## src/rtl/pnq_ctrl.sv

```systemverilog
// pnq_ctrl: N-buffer packet controller moving buffer indices between snooper (A),
// CPU filter (B) and forwarder (C). Optional feature macro: PNQ_STARVE_CNT_EN.
module pnq_ctrl #(
  parameter int NUM_BUFS  = 4,
  parameter int SEL_WIDTH = 2,
  parameter int CNT_WIDTH = 32
) (
  input  logic                  clk,
  input  logic                  rst,
  input  logic                  A_done,
  output logic                  A_done_ack,
  output logic                  rdy_for_A,
  input  logic                  rdy_for_A_ack,
  input  logic                  B_acc,
  input  logic                  B_rej,
  output logic                  B_done_ack,
  output logic                  rdy_for_B,
  input  logic                  rdy_for_B_ack,
  input  logic                  C_done,
  input  logic                  rdy_for_C_ack,
  output logic                  C_done_ack,
  output logic                  rdy_for_C,
  output logic [SEL_WIDTH-1:0]  sn_sel,
  output logic [SEL_WIDTH-1:0]  cpu_sel,
  output logic [SEL_WIDTH-1:0]  fwd_sel,
  output logic [2*NUM_BUFS-1:0] buf_owner,
  output logic [NUM_BUFS-1:0]   reset_len,
  output logic [CNT_WIDTH-1:0]  sn_starve_cnt
);
  localparam int PW = $clog2(NUM_BUFS);
  localparam int CW = $clog2(NUM_BUFS + 1);
  localparam logic [1:0] ST_EMPTY = 2'd0;
  localparam logic [1:0] ST_RDY   = 2'd1;
  localparam logic [1:0] ST_BUSY  = 2'd2;

  // Agent j (0=A, 1=B, 2=C) pops from queue j (0=FREE, 1=FILT, 2=FWD).
  logic [SEL_WIDTH-1:0]  r_mem [3][NUM_BUFS];
  logic [PW-1:0]         r_rd  [3];
  logic [PW-1:0]         r_wr  [3];
  logic [CW-1:0]         r_cnt [3];
  logic [1:0]            r_st  [3];
  logic [SEL_WIDTH-1:0]  r_sel [3];
  logic [2:0]            r_rdy;
  logic [2:0]            r_ack;
  logic [2*NUM_BUFS-1:0] r_owner;

  logic [2:0]            w_pop;
  logic [2:0]            w_push;
  logic [2:0]            w_fin;
  logic [2:0]            w_rdy_ack;
  logic [SEL_WIDTH-1:0]  w_push_dat [3];
  logic [1:0]            w_st_nxt   [3];
  logic [SEL_WIDTH-1:0]  w_sel_nxt  [3];
  logic [2*NUM_BUFS-1:0] w_owner_nxt;
  logic                  w_a_fin;
  logic                  w_b_acc;
  logic                  w_b_rej;
  logic                  w_c_fin;

  function automatic logic [PW-1:0] ptr_inc(input logic [PW-1:0] p);
    return (p == PW'(NUM_BUFS - 1)) ? '0 : p + PW'(1);
  endfunction

  assign w_rdy_ack = {rdy_for_C_ack, rdy_for_B_ack, rdy_for_A_ack};
  assign w_a_fin   = (r_st[0] == ST_BUSY) && A_done;
  assign w_b_acc   = (r_st[1] == ST_BUSY) && B_acc;
  assign w_c_fin   = (r_st[2] == ST_BUSY) && C_done;
  // C owns the FREE write port on a collision; the reject stays BUSY and retries.
  assign w_b_rej   = (r_st[1] == ST_BUSY) && B_rej && !w_c_fin;
  assign w_fin     = {w_c_fin, w_b_acc | w_b_rej, w_a_fin};
  assign w_push    = {w_b_acc, w_a_fin, w_c_fin | w_b_rej};

  assign w_push_dat[0] = w_c_fin ? r_sel[2] : r_sel[1];
  assign w_push_dat[1] = r_sel[0];
  assign w_push_dat[2] = r_sel[1];

  always_comb begin
    w_pop = '0;
    for (int j = 0; j < 3; j++) begin
      w_pop[j]     = (r_st[j] == ST_EMPTY) && (r_cnt[j] != '0);
      w_st_nxt[j]  = r_st[j];
      w_sel_nxt[j] = r_sel[j];
      case (r_st[j])
        ST_EMPTY: if (w_pop[j]) begin
          w_st_nxt[j]  = ST_RDY;
          w_sel_nxt[j] = r_mem[j][r_rd[j]];
        end
        ST_RDY:   if (w_rdy_ack[j]) w_st_nxt[j] = ST_BUSY;
        ST_BUSY:  if (w_fin[j]) w_st_nxt[j] = ST_EMPTY;
        default:  w_st_nxt[j] = ST_EMPTY;
      endcase
    end
    w_owner_nxt = '0;
    for (int i = 0; i < NUM_BUFS; i++) begin
      for (int j = 0; j < 3; j++) begin
        if ((w_st_nxt[j] != ST_EMPTY) && (w_sel_nxt[j] == SEL_WIDTH'(i)))
          w_owner_nxt[2*i +: 2] = 2'(j + 1);
      end
    end
  end

  always_ff @(posedge clk or negedge rst) begin
    if (!rst) begin
      for (int j = 0; j < 3; j++) begin
        r_st[j]  <= ST_EMPTY;
        r_sel[j] <= '0;
        r_rd[j]  <= '0;
        r_wr[j]  <= '0;
        r_cnt[j] <= (j == 0) ? CW'(NUM_BUFS) : '0;
      end
      for (int i = 0; i < NUM_BUFS; i++) r_mem[0][i] <= SEL_WIDTH'(i);
      r_rdy   <= '0;
      r_ack   <= '0;
      r_owner <= '0;
    end else begin
      for (int j = 0; j < 3; j++) begin
        r_st[j]  <= w_st_nxt[j];
        r_sel[j] <= w_sel_nxt[j];
        r_rdy[j] <= (w_st_nxt[j] == ST_RDY);
        r_ack[j] <= w_fin[j];
        if (w_push[j]) begin
          r_mem[j][r_wr[j]] <= w_push_dat[j];
          r_wr[j]           <= ptr_inc(r_wr[j]);
        end
        if (w_pop[j]) r_rd[j] <= ptr_inc(r_rd[j]);
        case ({w_push[j], w_pop[j]})
          2'b10:   r_cnt[j] <= r_cnt[j] + CW'(1);
          2'b01:   r_cnt[j] <= r_cnt[j] - CW'(1);
          default: r_cnt[j] <= r_cnt[j];
        endcase
      end
      r_owner <= w_owner_nxt;
    end
  end

  always_comb begin
    reset_len = '0;
    for (int i = 0; i < NUM_BUFS; i++)
      reset_len[i] = rdy_for_A & rdy_for_A_ack & (r_sel[0] == SEL_WIDTH'(i));
  end

`ifdef PNQ_STARVE_CNT_EN
  logic [CNT_WIDTH-1:0] r_starve;
  always_ff @(posedge clk or negedge rst) begin
    if (!rst)
      r_starve <= '0;
    else if ((r_st[0] == ST_EMPTY) && (r_cnt[0] == '0) && (r_starve != '1))
      r_starve <= r_starve + CNT_WIDTH'(1);
  end
  assign sn_starve_cnt = r_starve;
`else
  assign sn_starve_cnt = '0;
`endif

  assign rdy_for_A  = r_rdy[0];
  assign rdy_for_B  = r_rdy[1];
  assign rdy_for_C  = r_rdy[2];
  assign A_done_ack = r_ack[0];
  assign B_done_ack = r_ack[1];
  assign C_done_ack = r_ack[2];
  assign sn_sel     = r_sel[0];
  assign cpu_sel    = r_sel[1];
  assign fwd_sel    = r_sel[2];
  assign buf_owner  = r_owner;

endmodule

```

## config.mk

```make
export PLATFORM = sky130hd
export DESIGN_NAME = pnq_ctrl
export DESIGN_NICKNAME = d
export VERILOG_FILES = /design/src/rtl/pnq_ctrl.sv
export SDC_FILE = /design/constraint.sdc
export NUM_CORES = 1
export LEC_CHECK = 0
export BUFFER_PORTS_ARGS = -buffer_cell sky130_fd_sc_hd__buf_2
export CAP_MARGIN = 20
export CORE_MARGIN = 8
export CORE_UTILIZATION = 43
export DETAILED_ROUTE_END_ITERATION = 6
export HOLD_SLACK_MARGIN = 0.06
export PLACE_DENSITY = 0.75
export SYNTH_ARGS = -nofsm -noshare
export SYNTH_HDL_FRONTEND = slang
export SYNTH_SLANG_ARGS = --single-unit
```

## constraint.sdc

```tcl
create_clock -name clk -period 2.7 [get_ports clk]
set_clock_uncertainty 0.1 [all_clocks]
set_input_delay 0.54 -clock clk [delete_from_list [all_inputs] [get_ports clk]]
set_output_delay 0.54 -clock clk [all_outputs]
set_load 0.05 [all_outputs]
```

# --- Word-level counts from Yosys, hierarchy flattened ---
# Cells that the tools add are included.
totals:
  regBits: 71
classes:
  n_addsub: 12
  n_lt_le_gt_ge: 9
  eq_ne: 33
  n_mux: 58
  bitwise: 13
  n_reduce_logical: 42
op_table:
  columns: ["op", "count"]
  rows:
  - ["2-bit two-way mux", 39]
  - ["2-bit == test (second input constant)", 20]
  - ["2-bit by 1-bit == test with 1-bit output (second input constant)", 13]
  - ["8-bit bitwise mux", 3]
  - ["1-bit logical AND", 23]
  - ["3-bit >= comparator (second input constant)", 6]
  - ["2-bit NOT with 3-bit output", 6]
  - ["2-bit case mux with 3 select lines", 3]
  - ["3-bit case mux with 2 select lines", 3]
  - ["2-bit zero test", 7]
  - ["2-bit by 1-bit adder with 2-bit output (second input constant)", 6]
  - ["2-bit binary-select mux with 2-bit select", 3]
  - ["2-bit demux with 2-bit select", 3]
  - ["2-bit nonzero test", 6]
  - ["3-bit by 1-bit adder with 3-bit output (second input constant)", 3]
  - ["3-bit by 1-bit < comparator with 1-bit output (second input constant)", 3]
  - ["3-bit nonzero test", 3]
  - ["3-bit by 1-bit subtractor with 3-bit output (second input constant)", 3]
  - ["1-bit AND", 5]
  - ["1-bit two-way mux", 4]
  - ["2-bit AND reduction", 2]
  - ["1-bit bitwise OR", 2]
  - ["1-bit zero test", 1]

# --- Longest topological paths before layout ---
# Gate-level depths: netlist of run 1.
depth:
  depth_word: 11
  mapped_depth: 11
  ltp_nobuf: 10

# --- Worst setup path before layout of run 1 ---
# Ideal clock, no wire load.
synth_timing:
  path_type: "register to output"
  start: "reg r_rdy[0]"
  end: "out reset_len[0]"
  arrival_time_ns: 1.811
  required_ns: 2.060
  path_slack_ns: 0.249
  stages_incl_launch_ff: 3
  path_buffers: 0
  path_cell_list: "dfrtp_1 > nand2_1 > nor3_1"
synth_via:
  elab_chain_len: 2
synth_lines:
  columns: ["element", "line", "source"]
  rows:
  - ["start: declaration", "43", "logic [2:0] r_rdy;"]
  - ["start signal: indexed assignment", "119", "r_rdy[j] <= (w_st_nxt[j] == ST_RDY);"]
  - ["1-bit AND (2 in series)", "139", "reset_len[i] = rdy_for_A & rdy_for_A_ack & (r_sel[0] == SEL_WIDTH'(i));"]
  - ["end: declaration", "27", "output logic [NUM_BUFS-1:0] reset_len,"]
# No other way between the ends.

# --- Worst setup path in the final report of run 1 ---
layout_timing:
  start: "reg r_st[2] (netlist bit)"
  end: "reg r_cnt[5] (netlist bit)"
layout_via:
  elab_chain_len: 4
  word_cells_on_any_way: 6
  cone_classes: "2 x eq/ne; 1 x mux; 3 x reduce/logical"
layout_lines:
  columns: ["element", "line", "source"]
  rows:
  - ["start: declaration", "41", "logic [1:0] r_st [3];"]
  - ["start signal: indexed assignment", "117", "r_st[j] <= w_st_nxt[j];"]
  - ["2-bit zero test *", "80", "w_pop[j] = (r_st[j] == ST_EMPTY) && (r_cnt[j] != '0);"]
  - ["1-bit logical AND *", "80", null]
  - ["via w_pop[1]", "47", "logic [2:0] w_pop;"]
  - ["2-bit by 1-bit == test with 1-bit output / 2-bit == test (equally long branches)", "126", "case ({w_push[j], w_pop[j]})"]
  - ["3-bit case mux with 2 select lines / 2-bit nonzero test (equally long branches)", null, null]
  - ["end signal: indexed assignment", "127", "2'b10: r_cnt[j] <= r_cnt[j] + CW'(1);"]
  - ["end signal: indexed assignment", "128", "2'b01: r_cnt[j] <= r_cnt[j] - CW'(1);"]
  - ["end signal: indexed assignment", "129", "default: r_cnt[j] <= r_cnt[j];"]
  - ["end: declaration", "40", "logic [CW-1:0] r_cnt [3];"]
# Mark *: on every way through the listed nets, which the timed path passes. The rest lies on a longest branch.
# A chain may end at the register's enable or synchronous reset.

==> impl_metrics.yaml, run 1 <==
sta:
  slew_viol_final: 0
  post-route-period-util: 0.8335
  setup_ws_ns: 0.4496
  period_needed_ns: 2.250
  setup_viol: 0
  fmax_ghz: 0.4444
  tightestPinTransition_ns: 0.4709
  rsz0062_at_grt: "false"
  relSlewSlack: 0.6771
  setup-tns-final_ns: 0
  whs_ns: 0.3069
  hold_violations: 0
yosys:
  synth_xor_area_frac: 0.02169
  synth-simple-area-share: 0.1287
  synth_most_common_cell: "dfrtp_1"
  synth-compound-area-share: 0.09191
  synthFlopType: "dfrtp_1"
  avgSynthCellArea_um2: 11.08
  syn_inst: 328
  ys_top_cells_by_area: "dfrtp_1 34%, edfxtp_1 13%, buf_4 7.4%"
  synth_top_area_cell: "dfrtp_1"
  synth_warnings: 0
  ys_seq_area_frac: 0.5126
  yosys.area.top_type_share: 0.3442
  synthTopCellsByCount: "50 x dfrtp_1, 36 x buf_4, 28 x inv_1, 28 x nand2_1"
  synth-async-reset-ratio: 0.7746
  synth_mux_area_frac: 0.05232
  synth-adder-area-share: 0.07849
  synth_top_family_by_area: "simple AND/OR/NAND/NOR gates"
  synthDistinctLibCells: 46
  yosys_register_bits: 71
  netlist_area_um2: 3635
  synth_edf_count: 16
finish:
  antenna_cells: 0
  stdcell_area_um2: 4026
  fill_cells: 762
  multi_input_area_um2: 1476
  register_area_um2: 1863
  drive_gt1_frac: 0.1882
  syn_to_final_growth_pct: 10.77
  final_nets: 397
clock_network:
  numClockSinks: 71
  clockRootBuffer: "clkbuf_8"
  cts_buffer_depth: 2
  cts_resized: 0
  path_clk_slew_ns: 0.08
  numCtsBuffers: 9
  clock_latency_ns: 0.34
  cts_tree: "yes"
  h-tree-depth: 3
job:
  maxCapViolCount: 0
global_routing:
  grt_usage: 0.1282
  grt_max_degree: 34
  grt_first_pass_wirelength_um: 11710
  grt-ovfl-total: 0
  grt_util_met1: 0.1630
  grt_util_met2: 0.1992
  use_met3: 0.03867
  top_usage_layer: "met2"
  antenna_found_initial: 0
  first_global_vias: 2501
floorplan:
  io_pins: 65
  die_h_um: 107.9
  dieArea_um2: 11650
  num_rows: 33
  fp.dieW_um: 107.9
  core_um2: 8217
  initial_core_util: 0.4424
place:
  place_congestion: 0.7959
  hpwl_um: 5342
  place_area_um2: 3794
  pre_cts_slack_ns: 0.4607
  port_buffers: 32
min_path:
  hp-class: "in2reg"
routing:
  postRouteAntennaNets: 0
  vias: 2349
  detail_route.wl_per_cell_um: 14.79
  drcViolationCount: 0
  drt-initial-drc-count: 94
  dr.pass1.iters: 4
  drt_wl_total_um: 7054
  viasPerCell: 4.925
worst_setup_path:
  crit_fanout: 8
  worstPathRequired_ns: 2.87
  critPathLaunchType: "register"
  setup.worst_path.end_class: "register"
  crit_arrival_ns: 2.42
  crit_type: "reg2reg"
power_and_ir_drop:
  power_leakage_nw: 1.961
  swShare: 0.4497
  power_frac_seq: 0.355
  cellPowerDensity_nw_per_um2: 1401
  power_frac_clock: 0.166
  combinationalPowerShare: 0.478
  power.internal_mw: 3.103
  peakVddDrop_mv: 0.7669
  finalPower_mw: 5.640
  net-switching-power_mw: 2.536
run_status:
  outcome: "complete, no violations"
[state kept, by name (all words and copies together), names as in the netlist]
name and cells:
buf_owner 8, cpu_sel 2, fwd_sel 2, r_ack 3
r_cnt 9, r_mem 24, r_rd 6, r_rdy 3
r_st 6, r_wr 6, sn_sel 2
[layout by cell type, fill, tap and decap left out, drive strengths merged, types with 4 or more instances in the layout]
cell    Yosys  layout
a21o        7       7
dfstp       5       5
mux2i       4       4
a21oi      12      12
nor2b       4       4
clkinv      2       4
o21ai      18      18
nor3       10      10
nand2      28      28
nand3       4       4
and3        8       8
ha         18      18
clkbuf      5      11
nor3b       5       5
edfxtp     16      16
xor2        6       6
mux4        6       6
nand2b      5       5
buf        37      38
or3         4       4
a31oi       9       9
dfrtp      50      50
inv        28      28
nor2       13      13
conb        1      32
[logic make-up (layout without fill, tap and decap cells)]
group / count (synthesis) / in the layout
compound gates: 55 / 55
fa+ha+maj: 21 / 21
mux: 11 / 11
xor+xnor: 9 / 9
flops: 71 / 71
other cells: 1 / 32
simple gates: 88 / 88
buf+inv: 72 / 85
[metrics by stage]
stage,cells,util
floorplan,359,-
global placement,460,0.4617
detailed placement,460,0.4617
CTS,477,0.4900
global route,477,0.4900
finish,477,0.4900
[critical path, stage by stage, from the launching register on]
cell      delay (ns)
dfrtp_1         0.49
or3_4           0.47
clkinv_4        0.08
ha_1            0.18
inv_1           0.06
fa_1            0.38
xor2_1          0.15
nor2_1          0.11
xor2_1          0.15
[power by group through the flow]
stage / sequential (mW) / combinational, mW / clock, mW
2_1_floorplan: 2.25 / 1.85 / 0
3_3_place_gp: 1.99 / 2.60 / 0
3_5_place_dp: 2.02 / 2.70 / 0
4_1_cts: 2.01 / 2.72 / 0.963
5_1_grt: 2.08 / 2.99 / 1.02
6_report: 2.00 / 2.70 / 0.938
[layout make-up]
| cell class | instances | area share |
|---|---|---|
| flip-flops and latches | 71 | 0.4627 |
| multi-input cells | 216 | 0.3667 |
| repair buffers | 39 | 0.05345 |
| clock inverters | 5 | 0.02020 |
| clock buffers | 11 | 0.03512 |
| inverters | 30 | 0.02921 |
| well taps | 105 | 0.03263 |
[routing by layer]
layer	vias up	share of wire
met2	78	0.48
met3	15	0.055
li1	1128	-
met5	-	0
met4	0	0.017
met1	1128	0.45
[worst paths after layout]
| kind | start | cells after the start | slack (ns) | to |
|---|---|---|---|---|
| worst max-delay path | r_st[2] | 8 | 0.45 | r_cnt[5] |
| max in group asynchronous | rst | 3 | 1.30 | r_mem[20] |
| worst min register to register | r_cnt[2] | 1 | 0.38 | r_cnt[2] |
| min in group asynchronous | rst | 2 | 0.50 | r_wr[2] |
| worst min-delay path | rdy_for_B_ack | 2 | 0.31 | r_st[2] |
| worst max register to register | r_st[2] | 8 | 0.45 | r_cnt[5] |
[timing repair]
item	in CTS	in global routing
buffers inserted	0	0
hold buffers	1	0
endpoints found under the hold margin	1	0
No activity file was read; power rests on OpenSTA's default activity.
==> inputs of run 2 (changes only) <==
==> constraint.sdc (replaced) <==
create_clock -name clk -period 2.1 [get_ports clk]
set_clock_uncertainty 0.1 [all_clocks]
set_input_delay 0.42 -clock clk [delete_from_list [all_inputs] [get_ports clk]]
set_output_delay 0.42 -clock clk [all_outputs]
set_load 0.05 [all_outputs]
==> run 2 against run 1 <==
Against the previous run: power up 31%; fmax up 10%; register-to-register slack worse by 0.39 ns; sequential share of layout area down 1.3 points; die area unchanged; sequential power up 26%; cell area up 3.0%; combinational power up 43%; wire length down 2.3%; worst hold slack worse by 0.12 ns.
==> impl_metrics.yaml, run 2 (synthesis gave the netlist of run 1 again) <==
floorplan:
  dieArea_um2: 11650
  fp.dieW_um: 107.9
  die_h_um: 107.9
  core_um2: 8217
  initial_core_util: 0.4424
  io_pins: 65
  num_rows: 33
place:
  pre_cts_slack_ns: -0.03607
  port_buffers: 32
  place_congestion: 0.7782
  place_area_um2: 3894
  hpwl_um: 5117
sta:
  post-route-period-util: 0.9730
  period_needed_ns: 2.043
  hold_violations: 0
  slew_viol_final: 0
  fmax_ghz: 0.4894
  rsz0062_at_grt: "true"
  setup_ws_ns: 0.05669
  setup_viol: 0
global_routing:
  grt-ovfl-total: 0
  first_global_vias: 2458
  antenna_found_initial: 0
  grt_max_degree: 32
  grt_usage: 0.1243
  grt_first_pass_wirelength_um: 11460
worst_setup_path:
  crit_fanout: 2
  crit_arrival_ns: 2.21
  rr_worst_depth: 9
  worstPathRequired_ns: 2.27
  setup.worst_path.end_class: "register"
  crit_type: "reg2reg"
  critPathLaunchType: "register"
routing:
  vias: 2409
  dr.pass1.iters: 4
  viasPerCell: 4.886
  postRouteAntennaNets: 0
  detail_route.wl_per_cell_um: 13.98
  drt_wl_total_um: 6894
  drcViolationCount: 0
  drt-initial-drc-count: 131
power_and_ir_drop:
  peakVddDrop_mv: 0.5087
  cellPowerDensity_nw_per_um2: 1779
  power_leakage_nw: 2.018
finish:
  top_register: "r_mem"
  largest_reg_flops: 24
  antenna_cells: 0
  syn_to_final_growth_pct: 14.08
  mostFrequentLayoutCells: "50 x dfrtp_1, 32 x conb_1, 32 x buf_2"
  final_nets: 413
  layout_commonest_cell: "dfrtp_1"
  drive_gt1_frac: 0.2371
  stdcell_area_um2: 4146
clock_network:
  path_clk_slew_ns: 0.07
  clockRootBuffer: "clkbuf_8"
  numCtsBuffers: 9
  h-tree-depth: 3
  numClockSinks: 71
  cts_buffer_depth: 2
  clock_latency_ns: 0.34
  cts_tree: "yes"
min_path:
  hp-class: "in2reg"
  holdPathStages: 2
run_status:
  outcome: "complete, no violations"
job:
  maxCapViolCount: 0
## run 2: final timing paths
path	startpoint	endpoint	slack (ns)
worst max-delay path	r_cnt[8]	r_cnt[8]	0.06
worst min-delay path	rdy_for_B_ack	r_rdy[1]	0.18
worst max register to register	r_cnt[8]	r_cnt[8]	0.06
worst min register to register	r_cnt[2]	r_cnt[2]	0.38
max in group asynchronous	rst	sn_sel[0]	0.76
min in group asynchronous	rst	sn_sel[1]	0.42
## run 2: final cells by class
| type | instances | area (um2) |
|---|---|---|
| Fill cell | 719 | 4070 |
| Sequential cell | 71 | 1863 |
| Multi-Input combinational cell | 216 | 1516 |
| Timing Repair Buffer | 55 | 335.3 |
| Clock buffer | 11 | 131.4 |
| Tap cell | 105 | 131.4 |
| Inverter | 30 | 120.1 |
| Clock inverter | 5 | 48.80 |
## run 2: where the power goes
group | leakage (nW) | switching [mW] | total [mW] | internal (mW)
combinational | 1.12 | 2.34 | 3.85 | 1.51
clock | 0.0861 | 0.474 | 1.01 | 0.537
sequential | 0.809 | 0.470 | 2.52 | 2.05
## run 2: layer usage
layer,vias up,part of all wire,GRT usage
met5,-,0,0
met4,0,0.015,0.06343
met3,12,0.051,0.03331
met2,47,0.51,0.2088
met1,1187,0.43,0.1430
li1,1163,-,-
## run 2: critical path, cell delays in order, from the launching register on
cell and delay, ns:
dfstp_2 0.53, nor3_1 0.04, or3_4 0.35, inv_4 0.07
ha_4 0.12, inv_2 0.03, fa_2 0.32, xor2_1 0.15
nor2_1 0.11, xor2_1 0.15
## run 2: stage by stage
step,utilization,instances,setup TNS (ns),hold WS (ns),power [mW]
finish,0.5046,493,0,0.1833,7.377
global placement,0.4739,471,0,0.2555,6.065
detailed placement,0.4739,471,-0.03607,0.2587,6.226
CTS,0.4986,489,0,0.1716,7.303
floorplan,-,359,-0.5055,0.02441,5.349
global route,0.5046,493,-0.1136,0.1737,7.959
## run 2: timing repair
item,CTS,global route
buffers inserted,1,4
pin swaps,3,6
gates resized for setup,1,7
hold buffers,1,0
setup endpoints to repair,3,4
hold endpoints to repair,9,0
cloned,0,0
==> inputs of run 3 (changes only) <==
--- a/config.mk
+++ b/config.mk
@@ -5,6 +5,7 @@
 export SDC_FILE = /design/constraint.sdc
 export NUM_CORES = 1
 export LEC_CHECK = 0
+export ABC_AREA = 1
 export BUFFER_PORTS_ARGS = -buffer_cell sky130_fd_sc_hd__buf_2
 export CAP_MARGIN = 20
 export CORE_MARGIN = 8
==> run 3 against run 2 <==
Against the previous run: die area increased by 2.3%; count of clock-buffer cells in the layout decreased by 1; cell count increased by 19%; cell area increased by 0.57%; via count increased by 9.0%; non-clock buffer count decreased by 12; first-iteration DRC count decreased by 9.9%; worst hold slack improved by 0.040 ns; worst setup slack improved by 0.089 ns; critical path depth unchanged; synthesized cell count increased by 29%; global-route usage increased by 0.48 points.
==> impl_metrics.yaml, run 3 <==
place:
  place_congestion: 0.8148
  place_inst: 566
  hpwl_um: 5573
  port_buffers: 32
  pre_cts_slack_ns: 0.07887
  place_area_um2: 3935
finish:
  final_nets: 502
  antenna_cells: 0
  fill_cells: 818
  syn_to_final_growth_pct: 11.70
  largest_reg_flops: 24
  postLayoutCoreUtil: 0.4877
  stdcell_area_um2: 4170
  layout_commonest_cell: "nand2_1"
  mostFrequentLayoutCells: "90 x nand2_1, 64 x inv_1, 48 x dfrtp_1"
  drive_gt1_frac: 0.1845
  instances_no_fill: 585
  top_register: "r_mem"
worst_setup_path:
  path_cells: "inv_1, nand2_1, a21oi_4, ha_1, inv_1, fa_1, a21oi_1, o21ai_0, xnor2_1"
  crit_fanout: 3
  r2r_setup_slack_ns: 0.15
  rr_worst_depth: 9
  cpLargestDelayFamily: "adder cells"
  crit_type: "reg2reg"
  cp_common_cell: "inv_1"
  r2r-end: "r_cnt[5]"
  setup.worst_path.end_class: "register"
  cp_num_buf_inv: 2
  crit_path_top_delay_cell: "dfrtp_1"
  worstPathRequired_ns: 2.22
  cpPeakStageDelay_ns: 0.39
  crit_arrival_ns: 2.07
  reg2reg_from: "r_st[2]"
  critPathLaunchType: "register"
  path_depth: 9
global_routing:
  first_global_vias: 2696
  grt-ovfl-total: 0
  antenna_found_initial: 0
  grt_max_degree: 43
  grt_first_pass_wirelength_um: 12090
  grt_usage: 0.1291
floorplan:
  core_um2: 8551
  num_rows: 34
  die_h_um: 109.2
  initial_core_util: 0.4366
  dieArea_um2: 11920
  io_pins: 65
  fp.dieW_um: 109.2
min_path:
  hp-class: "in2reg"
  holdPathStages: 2
  worstHoldEndpoint: "r_st[1]"
  hp-start: "C_done"
power_and_ir_drop:
  net-switching-power_mw: 3.494
  power_frac_clock: 0.148
  power_leakage_nw: 2.147
  combinationalPowerShare: 0.516
  power_frac_seq: 0.336
  finalPower_mw: 7.262
  swShare: 0.4811
  power.internal_mw: 3.768
  peakVddDrop_mv: 0.9351
  cellPowerDensity_nw_per_um2: 1741
sta:
  relSlewSlack: 0.6450
  whs_ns: 0.2234
  setup_viol: 0
  post-route-period-util: 0.9306
  tightestPinTransition_ns: 0.5269
  slew_viol_final: 0
  hold_violations: 0
  setup_ws_ns: 0.1456
  period_needed_ns: 1.954
  setup-tns-final_ns: 0
  fmax_ghz: 0.5117
yosys:
  synth_top_area_cell: "dfrtp_1"
  synthTopCellsByCount: "91 x nand2_1, 65 x inv_1, 50 x dfrtp_1, 36 x buf_4, 35 x nor2_1"
  synth_warnings: 0
  synth-async-reset-ratio: 0.7746
  yosys.area.top_type_share: 0.3351
  synthFlopType: "dfrtp_1"
  avgSynthCellArea_um2: 8.826
  syn_inst: 423
  ys_top_cells_by_area: "dfrtp_1 34%, edfxtp_1 13%, nand2_1 9.1%"
  ys_seq_area_frac: 0.4990
  synthDistinctLibCells: 29
  netlist_area_um2: 3734
  yosys_register_bits: 71
  synth_most_common_cell: "nand2_1"
  synth_edf_count: 16
routing:
  vias: 2627
  drcViolationCount: 0
  dr.pass1.iters: 4
  postRouteAntennaNets: 0
  detail_route.wl_per_cell_um: 12.13
  drt_wl_total_um: 7096
  drt-initial-drc-count: 118
  viasPerCell: 4.491
clock_network:
  cts_buffer_depth: 2
  numCtsBuffers: 9
  clock_latency_ns: 0.34
  h-tree-depth: 3
  path_clk_slew_ns: 0.08
  numClockSinks: 71
  clockRootBuffer: "clkbuf_8"
  cts_tree: "yes"
run_status:
  outcome: "complete, no violations"
job:
  maxCapViolCount: 0
==> run 3: cell types whose count changed in the layout (fill, tap and decap cells not counted), moves of 7 or more <==
cell     delta
a21o_1      -7
a21oi_1     -9
a31oi_1     -9
and3_1      -8
buf_4      -12
inv_1      +39
nand2_1    +62
nand3_1    +25
nor2_1     +20
o21ai_0    +15
==> run 3: final cells by class <==
type	count	area, um2	area share
flip-flops and latches	71	1866	0.4473
multi-input cells	275	1455	0.3489
inverters	72	271.5	0.06511
repair buffers	43	245.2	0.05881
clock buffers	10	137.6	0.03300
well taps	108	135.1	0.03240
clock inverters	6	60.06	0.01440
==> run 3: repair_timing <==
| action | 4_1_cts | 5_1_grt |
|---|---|---|
| endpoints found under the setup margin | 0 | 7 |
| setup buffers | 0 | 2 |
| endpoints found under the hold margin | 13 | 0 |
| resized for setup | 0 | 8 |
| hold buffers | 1 | 0 |
==> run 3: cells by family after synthesis <==
logic type / Yosys count / share of synthesized area
other: 1 / 0.001004
DFF: 71 / 0.4990
AOI/OAI and AO/OA: 42 / 0.06401
adders and majority gates: 21 / 0.07641
xor gates and xnor gates: 6 / 0.01407
and+or+nand+nor: 174 / 0.2004
buffers and inverters: 108 / 0.1451
==> run 3: routing by layer <==
| metal | global-route usage | vias to the layer above | share of wire | routed length (um) |
|---|---|---|---|---|
| met5 | 0 | - | 0 | 0 |
| met2 | 0.2119 | 56 | 0.48 | 3384 |
| li1 | - | 1344 | - | - |
| met3 | 0.03310 | 11 | 0.055 | 393 |
| met1 | 0.1579 | 1216 | 0.45 | 3186 |
| met4 | 0.05497 | 0 | 0.018 | 131 |
==> run 3: worst max path at each step <==
stage,start,slack (ns),endpoint
after CTS,r_st[2],0.04,r_cnt[7]
after global routing,r_cnt[1],-0.008,r_cnt[2]
after detailed placement,r_st[2],0.08,r_cnt[7]
final,r_st[2],0.15,r_cnt[5]
after global placement,B_rej,0.15,r_cnt[8]
after floorplan,r_rdy[0],-0.27,reset_len[0]
==> run 3: worst reg2reg max path, stage by stage, from the launching register on <==
cell and delay, ns:
dfrtp_1 0.39, inv_1 0.11, nand2_1 0.10, a21oi_4 0.13, ha_1 0.15, inv_1 0.06
fa_1 0.38, a21oi_1 0.15, o21ai_0 0.12, xnor2_1 0.15
==> run 3: power by group through the flow <==
stage / sequential [mW] / combinational, mW / clock [mW]
after floorplan: 2.78 / 2.53 / 0
after global routing: 2.52 / 4.26 / 1.17
final: 2.44 / 3.75 / 1.08
after CTS: 2.44 / 3.74 / 1.11
after detailed placement: 2.46 / 3.71 / 0
after global placement: 2.43 / 3.57 / 0
